$ cat src/rtl/md_pkg.sv
// Shared M-extension definitions: ALU codes used by the multiply/divide path,
// sequencer state encoding and the divider issue helpers.
package md_pkg;

  // Mirrors the ALU_* encodings of the core's define.vh.
  localparam logic [5:0] ALU_ADD    = 6'd0;
  localparam logic [5:0] ALU_SUB    = 6'd1;
  localparam logic [5:0] ALU_MUL    = 6'd24;
  localparam logic [5:0] ALU_MULH   = 6'd25;
  localparam logic [5:0] ALU_MULHSU = 6'd26;
  localparam logic [5:0] ALU_MULHU  = 6'd27;
  localparam logic [5:0] ALU_DIV    = 6'd28;
  localparam logic [5:0] ALU_DIVU   = 6'd29;
  localparam logic [5:0] ALU_REM    = 6'd30;
  localparam logic [5:0] ALU_REMU   = 6'd31;

  localparam int unsigned MD_MAX_LATENCY = 16;

  typedef enum logic [1:0] {IDLE, BUSY, DONE} state_t;

  function automatic logic is_div_class(input logic [5:0] alucode);
    return (alucode == ALU_DIV) || (alucode == ALU_DIVU) ||
           (alucode == ALU_REM) || (alucode == ALU_REMU);
  endfunction

endpackage

$ cat src/rtl/div_issue_ctrl.sv
// Holds DIV/DIVU/REM/REMU operands stable at the combinational divider for LATENCY
// cycles, stalls the front end meanwhile, then registers the result for writeback.
module div_issue_ctrl
  import md_pkg::*;
#(
  parameter int unsigned LATENCY = 4
) (
  input  logic        clk,
  input  logic        rst_n,
  input  logic        valid_in,
  input  logic [5:0]  alucode_in,
  input  logic [31:0] op1_in,
  input  logic [31:0] op2_in,
  input  logic [4:0]  rd_in,
  input  logic        flush,
  output logic [5:0]  div_alucode,
  output logic [31:0] div_op1,
  output logic [31:0] div_op2,
  input  logic [31:0] div_result,
  output logic        stall,
  output logic        result_valid,
  output logic [31:0] result,
  output logic [4:0]  result_rd
);

  localparam int unsigned CntW = (LATENCY > 1) ? $clog2(LATENCY) : 1;
  localparam logic [CntW-1:0] CntLoad = CntW'(LATENCY - 1);

  state_t          state;
  logic [CntW-1:0] cnt;
  logic [4:0]      rd_q;
  logic            start;

  assign start = valid_in & is_div_class(alucode_in) & (state == IDLE) & ~flush;
  // Combinational in the issue cycle so decode freezes on the same edge the op is latched.
  assign stall = start | (state == BUSY);

  always_ff @(posedge clk or negedge rst_n) begin
    if (!rst_n) begin
      state        <= IDLE;
      cnt          <= '0;
      rd_q         <= '0;
      div_alucode  <= '0;
      div_op1      <= '0;
      div_op2      <= '0;
      result       <= '0;
      result_rd    <= '0;
      result_valid <= 1'b0;
    end else if (flush) begin
      // Latched operands are left as-is; only the sequencing is killed.
      state        <= IDLE;
      cnt          <= '0;
      result_valid <= 1'b0;
    end else begin
      case (state)
        IDLE: begin
          result_valid <= 1'b0;
          if (start) begin
            div_alucode <= alucode_in;
            div_op1     <= op1_in;
            div_op2     <= op2_in;
            rd_q        <= rd_in;
            cnt         <= CntLoad;
            state       <= BUSY;
          end
        end
        BUSY: begin
          if (cnt != '0) begin
            cnt <= cnt - 1'b1;
          end else begin
            result       <= div_result;
            result_rd    <= rd_q;
            result_valid <= 1'b1;
            state        <= DONE;
          end
        end
        DONE: begin
          result_valid <= 1'b0;
          state        <= IDLE;
        end
        default: begin
          result_valid <= 1'b0;
          state        <= IDLE;
        end
      endcase
    end
  end

endmodule
$ cat config.mk
export PLATFORM = sky130hd
export DESIGN_NAME = div_issue_ctrl
export DESIGN_NICKNAME = d
export VERILOG_FILES = /design/src/rtl/md_pkg.sv /design/src/rtl/div_issue_ctrl.sv
export SDC_FILE = /design/constraint.sdc
export NUM_CORES = 1
export LEC_CHECK = 0
export CAP_MARGIN = 20
export CORE_MARGIN = 3
export CORE_UTILIZATION = 35
export CTS_BUF_LIST = sky130_fd_sc_hd__clkbuf_8
export DETAILED_ROUTE_END_ITERATION = 6
export GPL_ROUTABILITY_DRIVEN = 0
export HOLD_SLACK_MARGIN = 0.15
export PLACE_DENSITY_LB_ADDON = 0.12
export SYNTH_ARGS = -nofsm -noshare
export SYNTH_HDL_FRONTEND = slang
export SYNTH_SLANG_ARGS = --single-unit
$ cat constraint.sdc
create_clock -name clk -period 2.3 [get_ports clk]
set_input_delay 0.345 -clock clk [delete_from_list [all_inputs] [get_ports clk]]
set_output_delay 0.345 -clock clk [all_outputs]
set_load 0.05 [all_outputs]
==> flow_summary.toml, run 1 <==
[synth]
syn-num-nets = 375
ys_types = 23
synthTopCellsByArea = "dfrtp_1, mux2_2, mux2_1, buf_6, buf_2"
synth_top_flop_cell = "dfrtp_1"
seq_area_frac_synth = 0.6644
avgSynthCellArea_sq_um = 16.76
synth_seq_cells = 117
synth-edff-count = 0
async_reset_ff_frac = 1.000
ys_warn_count = 0
synth_top_area_frac = 0.6644
syn_area_sq_um = 4407
synth_largest_area_cell = "dfrtp_1"
synth_cells = 263

[clock_tree]
clockBufferDepth = 2
numCtsBuffers = 17
cts_sinks = 117
cts_root_buffer = "clkbuf_8"
htreeDepth = 4
clkTransAtPathRegs_ns = 0.06
clk_latency_ns = 0.42
cts_tree = "done"

[timing]
fin_crit_sh = 0.9084
worst_slew_pin_slew_ns = 0.5525
period_needed_ns = 2.089
hold_violations = 0
relSlewSlack = 0.6305
tns_ns = 0
max_freq_mhz = 478.6
whs_ns = 0.4357
finalSetupViolations = 0
drv_slew = 0
rsz0062_at_grt = "no"
fin_skew_ns = 0.004104

[placement]
dp_hpwl_um = 7988
placed_area_sq_um = 6868
io_buffers = 219

[floorplanning]
die_w_um = 118.2
dieArea_sq_um = 13970
pin_count = 220
fp.dieH_um = 118.2
core_sq_um = 12160
initial_utilization = 0.3623
num_rows = 40

[routing]
routedWlPerCell_um = 15.47
ant_nets = 0
viasPerCell = 4.470
drtIter0Drc = 97
first_pass_iters = 4
vias = 3044
drc = 0
wl_um = 10540

[global_route]
antenna_found_initial = 0
grt_use_met1 = 0.1951
grt_overflow = 0
busiest_layer = "met2"
grt_util_met2 = 0.2401
grt_pass1_wl_um = 17490
grt_pass1_vias = 3356
grt.total_usage = 0.1602
grt_max_degree = 40
use_met3 = 0.08086

[setup_path]
worstSetupEndpointType = "primary output"
critPathArrivalTime_ns = 1.74
cp_max_fo = 14
cp-start-kind = "register"
required_ns = 1.96
path_class = "register to primary output"

[final_layout]
final_common_cell = "clkdlybuf4s50_1"
design_area_sq_um = 7239
final_nets = 612
layout-drive-gt1-share = 0.2710
area_growth_pct = 64.28
seq_area_sq_um = 2928
multiInputGateArea_sq_um = 1394
antenna_cells = 0
num-fill-cells = 1004
final_cell_mix = "clkdlybuf4s50_1, dfrtp_1, mux2_2"

[power]
seqPwrFrac = 0.379
p_int_mw = 4.322
power.switching_mw = 2.520
power_frac_clock = 0.247
swShare = 0.3683
combPwrFrac = 0.374
p_per_area_nw_per_um2 = 945.0
p_leak_nw = 3.229
max-vdd-ir-drop_uv = 500.9

[hold_path]
hold_class = "input pin to asynchronous set/reset pin"

[run]
maxCapViolCount = 0

[run_status]
status = "finished, final reports clean"
[worst max-delay path: stages, from the launching register on]
cell and delay [ns]:
dfrtp_1 0.45, nor3_2 0.28, nand3_4 0.25, nand2_1 0.19, buf_12 0.15
[sequential cells by signal, indices dropped and copies added (netlist names)]
| register | cells |
|---|---|
| div_op1 | 32 |
| div_op2 | 32 |
| result | 32 |
| div_alucode | 6 |
| rd_q | 5 |
| result_rd | 5 |
| cnt | 2 |
| state | 2 |
| result_valid | 1 |
[metal layers]
metal	vias to the layer above	routed length (um)
met5	-	0
met4	0	163
met3	16	1205
met2	152	4746
met1	1475	4421
li1	1401	-
[final timing paths]
kind | startpoint | to | slack (ns) | cells after the start
max reg2reg | cnt[0] | result[17] | 0.54 | 5
max | state[0] | stall | 0.21 | 4
max in group asynchronous | rst_n | div_op1[22] | 1.26 | 3
min | rst_n | result[13] | 0.44 | 2
min reg2reg | div_alucode[4] | div_alucode[4] | 0.47 | 1
min in group clk | div_alucode[4] | div_alucode[4] | 0.47 | 1
[synth_stat cells, types with 2 or more instances]
master	count
nand2_1	4
buf_6	4
nand2b_1	4
mux2_1	15
nor2_1	2
mux2_2	93
dfrtp_1	117
buf_2	7
inv_1	3
[area by class of cell]
type | instances | area share
clock buffer | 20 | 0.03802
clock inverter | 12 | 0.01193
inverter | 3 | 0.001555
multi-input combinational | 131 | 0.1925
sequential | 117 | 0.4044
tap | 168 | 0.02904
timing repair buffer | 230 | 0.3225
[logic make-up (layout without fill, tap and decap cells)]
kind of cell | after synthesis | in the layout | synth area share
flops | 117 | 117 | 0.6644
mux | 108 | 108 | 0.2760
simple gates | 17 | 17 | 0.02470
buf+inv | 15 | 265 | 0.02243
compound gates | 5 | 5 | 0.009656
fa+ha+maj | 1 | 1 | 0.002839
[metrics by stage]
stage	total power, mW	worst slack (ns)	std cells	utilization
floorplan	4.162	0.5519	263	-
finish	6.841	0.2106	681	0.5953
CTS	6.943	0.1378	681	0.5953
global route	7.162	0.05637	681	0.5953
global placement	5.188	0.2584	648	0.5647
detailed placement	5.215	0.1850	648	0.5647
[power by group through the flow]
stage / registers (mW) / logic [mW] / clock network [mW]
2_1_floorplan: 3.85 / 0.315 / 0
3_3_place_gp: 2.62 / 2.57 / 0
5_1_grt: 2.64 / 2.66 / 1.86
4_1_cts: 2.60 / 2.59 / 1.75
3_5_place_dp: 2.63 / 2.58 / 0
6_report: 2.59 / 2.56 / 1.69
[what timing repair did]
item                       4_1_cts  5_1_grt
hold buffers                     1        0
hold endpoints to repair        35        0
setup buffers                    0        0
setup endpoints to repair        0        0
gates resized for setup          0        0
Power figures use the tool's default switching activity.
==> run 2: changes to the inputs <==
--- a/config.mk
+++ b/config.mk
@@ -9,6 +9,7 @@
 export CORE_MARGIN = 3
 export CORE_UTILIZATION = 35
 export CTS_BUF_LIST = sky130_fd_sc_hd__clkbuf_8
+export CTS_CLUSTER_SIZE = 30
 export DETAILED_ROUTE_END_ITERATION = 6
 export GPL_ROUTABILITY_DRIVEN = 0
 export HOLD_SLACK_MARGIN = 0.15
==> results of run 2 <==
Same layout as run 1: the final DEF is identical, and so are final timing and power.
==> run 3: changes to the inputs <==
--- a/config.mk
+++ b/config.mk
@@ -9,7 +9,7 @@
 export CORE_MARGIN = 3
 export CORE_UTILIZATION = 35
 export CTS_BUF_LIST = sky130_fd_sc_hd__clkbuf_8
-export CTS_CLUSTER_SIZE = 30
+export CTS_CLUSTER_SIZE = 24
 export DETAILED_ROUTE_END_ITERATION = 6
 export GPL_ROUTABILITY_DRIVEN = 0
 export HOLD_SLACK_MARGIN = 0.15
==> results of run 3 <==
Same layout as run 1: the final DEF is identical, and so are final timing and power.
